--- src/rtl/fetch_queue.sv ---
// Instruction-fetch front end: issues in-order word fetches, buffers tagged
// responses in a DEPTH-entry queue and hands the head to decode.
module fetch_queue #(
  parameter int unsigned     XLEN     = 32,
  parameter int unsigned     ILEN     = 32,
  parameter int unsigned     DEPTH    = 4,
  parameter logic [XLEN-1:0] RESET_PC = '0
) (
  input  logic            clk,
  input  logic            i_reset,
  input  logic            i_redirect,
  input  logic [XLEN-1:0] i_redirect_pc,
  output logic            o_mem_req_valid,
  output logic [XLEN-1:0] o_mem_req_addr,
  input  logic            i_mem_req_ready,
  input  logic            i_mem_rsp_valid,
  input  logic [ILEN-1:0] i_mem_rsp_data,
  output logic            o_instr_valid,
  output logic [ILEN-1:0] o_instr,
  output logic [XLEN-1:0] o_instr_pc,
  input  logic            i_instr_ready
);

  localparam int unsigned PW = $clog2(DEPTH);
  localparam int unsigned CW = PW + 1;
  localparam int unsigned SW = CW + 2;

  logic [XLEN-1:0] fetch_pc;
  logic [XLEN-1:0] rsp_pc;
  logic [ILEN-1:0] fifo_instr [DEPTH];
  logic [XLEN-1:0] fifo_pc    [DEPTH];
  logic [PW-1:0]   head;
  logic [PW-1:0]   tail;
  logic [CW-1:0]   count;
  logic [CW-1:0]   outstanding;
  logic [CW-1:0]   discard;

  logic [SW-1:0]   credit_used;
  logic [CW-1:0]   in_flight;
  logic [CW-1:0]   discard_on_redirect;
  logic [XLEN-1:0] redirect_target;
  logic            req_fire;
  logic            rsp_drop;
  logic            rsp_push;
  logic            pop;

  // Credit: every slot is reserved at request time, so responses never overflow.
  assign credit_used     = SW'(count) + SW'(outstanding) + SW'(discard);
  assign o_mem_req_valid = !i_reset && !i_redirect && (credit_used < SW'(DEPTH));
  assign o_mem_req_addr  = fetch_pc;
  assign req_fire        = o_mem_req_valid && i_mem_req_ready;

  assign rsp_drop = i_mem_rsp_valid && (discard != '0);
  assign rsp_push = i_mem_rsp_valid && (discard == '0) && (outstanding != '0);

  assign o_instr_valid = (count != '0);
  assign o_instr       = fifo_instr[head];
  assign o_instr_pc    = fifo_pc[head];
  assign pop           = o_instr_valid && i_instr_ready;

  // On redirect, everything still owed by memory becomes garbage; a response
  // landing in the redirect cycle itself is one of them and is already gone.
  assign redirect_target     = {i_redirect_pc[XLEN-1:2], 2'b00};
  assign in_flight           = discard + outstanding;
  assign discard_on_redirect = in_flight - CW'(i_mem_rsp_valid && (in_flight != '0));

  always_ff @(posedge clk or posedge i_reset) begin
    if (i_reset) begin
      fetch_pc    <= RESET_PC;
      rsp_pc      <= RESET_PC;
      head        <= '0;
      tail        <= '0;
      count       <= '0;
      outstanding <= '0;
      discard     <= '0;
    end else if (i_redirect) begin
      fetch_pc    <= redirect_target;
      rsp_pc      <= redirect_target;
      head        <= '0;
      tail        <= '0;
      count       <= '0;
      outstanding <= '0;
      discard     <= discard_on_redirect;
    end else begin
      if (req_fire) begin
        fetch_pc <= fetch_pc + XLEN'(4);
      end
      if (rsp_drop) begin
        discard <= discard - CW'(1);
      end
      if (rsp_push) begin
        rsp_pc <= rsp_pc + XLEN'(4);
        tail   <= tail + PW'(1);
      end
      if (pop) begin
        head <= head + PW'(1);
      end
      outstanding <= outstanding + CW'(req_fire) - CW'(rsp_push);
      count       <= count + CW'(rsp_push) - CW'(pop);
    end
  end

  // Queue storage; contents are only meaningful below count, so no reset.
  always_ff @(posedge clk) begin
    if (rsp_push && !i_redirect) begin
      fifo_instr[tail] <= i_mem_rsp_data;
      fifo_pc[tail]    <= rsp_pc;
    end
  end

endmodule

--- config.mk ---
export PLATFORM = sky130hd
export DESIGN_NAME = fetch_queue
export DESIGN_NICKNAME = d
export VERILOG_FILES = /design/src/rtl/fetch_queue.sv
export SDC_FILE = /design/constraint.sdc
export NUM_CORES = 1
export LEC_CHECK = 0
export BUFFER_PORTS_ARGS = -buffer_cell sky130_fd_sc_hd__buf_2
export CORE_AREA = 2 2 224 116
export CTS_CLUSTER_SIZE = 24
export DETAILED_ROUTE_END_ITERATION = 8
export DIE_AREA = 0 0 226 118
export GPL_ROUTABILITY_DRIVEN = 0
export GPL_TIMING_DRIVEN = 0
export PLACE_DENSITY = 0.79
export REMOVE_ABC_BUFFERS = 1
export SYNTH_ARGS = -nofsm -noshare
export SYNTH_HDL_FRONTEND = slang
export SYNTH_SLANG_ARGS = --single-unit
--- constraint.sdc ---
create_clock -name clk -period 7.6 [get_ports clk]
set_input_delay 1.14 -clock clk [delete_from_list [all_inputs] [get_ports clk]]
set_output_delay 1.14 -clock clk [all_outputs]
set_load 0.03 [all_outputs]
==> run summary <==
The buffers inserted during post-CTS setup optimization came out at 0. The slowest stage of the critical path is the dfrtp_1 cell. The count of synthesis-stage warnings from yosys came out at 0. CTS built an H-tree with a depth of 1.

For this run, design rule violations remaining after detail routing come to 0. The leakage power total is 5.52 nW. The number of buffers added to fix hold violations after cts is 0.

By instance count, the leading cell after synthesis is edfxtp_1. The number of global-route vias before repair came to 7,590. The number of hold-slack violations in the final timing report came out at 0. The utilization after layout came out at 63.2%.

Walking the worst path, the cells encountered are inv_1 -> fa_1 -> nor2b_1 -> fa_1 -> nor4b_2 -> or2_2 -> nand2_1 -> nor3_1 -> buf_2. The leading area contributor after synthesis is edfxtp_1. After routing, the total negative slack on setup checks comes to 0 ns. The maximum number of pins on one net before global-route repair is 74.

The effective utilization at floorplan came out at 54.3%. The first-pass iteration count of the detailed router is 5. The overall global routing resource usage came out at 21.7%. Yosys attributes the largest share of cell area to edfxtp_1, dfrtp_1, mux4_2.

The height of the die is 118 um. Power comes to 4.90 mW. The worst stage delay on the critical path is 0.50 ns. The buffer levels on the longest clock path came out at 3.

The final cycle utilization of the critical path came out at 56.5%. The register area share after synthesis came out at 69.2%. The total clock sinks is 321. In the final design database the tool counted 1,066 nets. The number of CTS-inserted buffers is 28. The actual slew at the worst max-slew pin is 1.26 ns. The internal portion of total power came out at 3.33 mW.

Registers are responsible for 43.9% of the overall power. In the global route stage, met1 resource usage came out at 32.9%. Global routing consumed, on the met3 layer, 5.29% of the routing resources. The worst setup path category is reg2out. The normalized max-slew margin came out at 16.2%. The endpoint identified for the worst register-to-register timing path is outstanding[2]$_DFF_PP0_. The worst slack after detailed placement came out at 3.53 ns. In the final layout, the share of cells above drive strength 1 is 29.7%. The worst path needs 4.30 ns of the cycle, external delays included. Once detail routing completed, the nets flagged for antenna violations numbered 0. The termination of the worst setup path is o_mem_req_valid. The mean cell area of the mapped netlist came out at 16.6 sq um. In this run the core area contains 41 standard-cell rows. The max capacitance violation total came out at 0. The detailed-route via count came out at 7,666.

For this block, the routed nets add up to 28,300 um of wire. The fraction of power spent switching nets came out at 32.0%. The post-synthesis instance total came out at 809.

The final setup skew is 0.0163 ns. The number of antenna violations at the first check in global routing is 1. Data arrives at the worst endpoint at 3.16 ns.

For flop-to-flop paths, the worst setup slack is 3.62 ns. The number of vias per cell came out at 5.72. The number of DRC violations after detailed-routing iteration 0 came out at 768. Setup violations remaining at the end of the flow were counted as 0. The endpoint required time on the critical path came out at 6.46 ns. The share of async-settable or async-resettable flops after synthesis came out at 22.7%. The startpoint kind of the worst setup timing path is a flip-flop. The remaining global-route overflow is 0. The area enclosed by the die boundary is 26,700 sq um. Counting buffers and inverters, the worst setup path is 9 cells deep. The placed wire-length estimate after detailed placement is 18,600 um. Setup repair after global routing left no endpoint under its margin. The maximum vdd ir drop came out at 0.199 mV.

The most used flip-flop cell after synthesis is edfxtp_1. After global routing, the most crowded layer is met1. Of the total power, the clock network draws 29.8%. Per report_power, the combinational group accounts for 26.3% of the total. TritonCTS built the clock tree. The global-route wire length before repair came out at 44,000 um. The worst-skew pair later-pin latency came out at 0.55 ns. The commonest cells after synthesis are edfxtp_1, dfrtp_1, nand2_1, mux4_2, o21ai_0.

Clock-pin slew was measured on the worst setup and hold paths at 0.07 ns. In this run the clock root is driven by a clkbuf_16. The distinct cell type count of the synthesized netlist came out at 54. In this run the standard cell core region covers 24,700 sq um. The run finished with clean final reports. Counting stages on the worst path, the most repeated cell is fa_1.

The growth of design area from synthesis to finish came out at 16.4%. Counting both buffers and inverters, the worst setup path holds a total of 2. The number of slew-limit violations in the final report is 0. The cell family contributing the most delay on the critical path is adder cells.

The number of cells traversed by the worst register-to-register path came out at 15. The synthesized netlist occupies a cell area of 13,400 sq um. The average detailed-routed wire length per instance came out at 21.1 um. The worst register-to-register path begins at outstanding[1]$_DFF_PP0_. The origin of the worst setup path is outstanding[1]$_DFF_PP0_. The final worst setup slack came out at 3.30 ns. The power per cell area is 314 nW/um^2. The path category of the worst min-delay check is reg2reg.

The number of flip-flops and latches in the synthesized netlist came out at 321. The die span in x came out at 226 um. For this run, the top clock speed supported by timing is 0.233 GHz.

The global-route track usage on met2 is 32.1%. The switching power summed over all nets came out at 1.57 mW. The smallest hold slack is 0.549 ns. Of all nets on the critical path, the largest fanout is 6.

The number of placed I/O pins is 168. In this run, synthesis inferred 248 flip-flops with an integrated enable. The number of instances resized during post-cts repair is 0. The synthesized design devotes to its leading area cell type 55.5% of total area. The number of input and output port buffers inserted came out at 161. STA classifies the critical path endpoint as an output pin.
## cells by family (layout without fill, tap and decap cells)
logic type	after synthesis	in the layout	share of synthesized area, %
xor gates and xnor gates	47	47	3.07
AOI/OAI and AO/OA	93	93	4.65
DFF	321	321	69.2
and+or+nand+nor	191	191	7.78
other	1	5	0.0280
adders and majority gates	23	23	2.48
muxes	65	65	10.6
buffers and inverters	68	251	2.17
## stage by stage
step / instances / area, sq um
after floorplan: 775 / 13200
after global placement: 1280 / 14500
after detailed placement: 1287 / 14700
after CTS: 1339 / 15600
after global routing: 1339 / 15600
final: 1340 / 15600
## power by group through the flow
| stage | combinational, mW | clock (mW) | sequential (mW) |
|---|---|---|---|
| after global placement | 1.23 | 0 | 2.25 |
| after floorplan | 0.855 | 0 | 2.25 |
| after global routing | 1.38 | 1.56 | 2.17 |
| after detailed placement | 1.30 | 0 | 2.19 |
| after CTS | 1.30 | 1.49 | 2.15 |
| final | 1.29 | 1.46 | 2.15 |
## how the worst min path moves through the flow
stage	startpoint	endpoint	slack (ns)	cells past startpoint
2_1_floorplan	rsp_pc[31]$_DFFE_PP0N_	fifo_pc[0][31]$_DFFE_PP_	0.50	0
3_3_place_gp	rsp_pc[31]$_DFFE_PP0N_	fifo_pc[2][31]$_DFFE_PP_	0.53	0
3_5_place_dp	rsp_pc[31]$_DFFE_PP0N_	fifo_pc[3][31]$_DFFE_PP_	0.53	0
4_1_cts	rsp_pc[31]$_DFFE_PP0N_	fifo_pc[1][31]$_DFFE_PP_	0.55	0
5_1_grt	rsp_pc[31]$_DFFE_PP0N_	fifo_pc[3][31]$_DFFE_PP_	0.57	0
6_report	rsp_pc[31]$_DFFE_PP0N_	fifo_pc[1][31]$_DFFE_PP_	0.55	0
## cells in the final DEF, fill, tap and decap left out, drive strengths merged, types with 2 or more instances in the layout
cell	count
a31oi	2
clkbuf	40
fa	6
a21o	2
and2	3
conb	4
ha	17
o311ai	14
and4	5
mux2i	2
nor2b	5
o31a	4
and3	12
nor3b	4
nand4	18
o21ai	37
o211ai	17
inv	31
a21oi	9
nor3	14
or3	5
mux4	62
nand2b	2
buf	168
nor4	11
nand3	21
edfxtp	248
xnor2	33
clkinv	7
nand2	70
bufinv	4
xor2	14
a221o	2
nor2	17
dfrtp	73
or2	2
a211oi	4
## routing by layer
layer	wire length (um)	up-vias	share of wire, %
li1	-	3482	-
met1	13000	3881	46
met2	12600	264	45
met3	2190	39	7.7
met4	452	0	1.6
met5	0	-	0
## final cells by class
cell class,count,area [sq um]
Sequential cell,321,9280
Fill cell,1781,9070
Multi-Input combinational cell,423,3870
Timing Repair Buffer,168,961
Clock buffer,40,767
Tap cell,344,430
Clock inverter,12,164
Inverter,31,121
Antenna cell,1,2.50
## flip-flops by register name, indices dropped and copies added (netlist names), 3 cells and up
register,count
discard,3
count,3
outstanding,3
o_mem_req_addr,30
fifo_instr,128
fifo_pc,120
rsp_pc,30
Power figures use the tool's default switching activity.
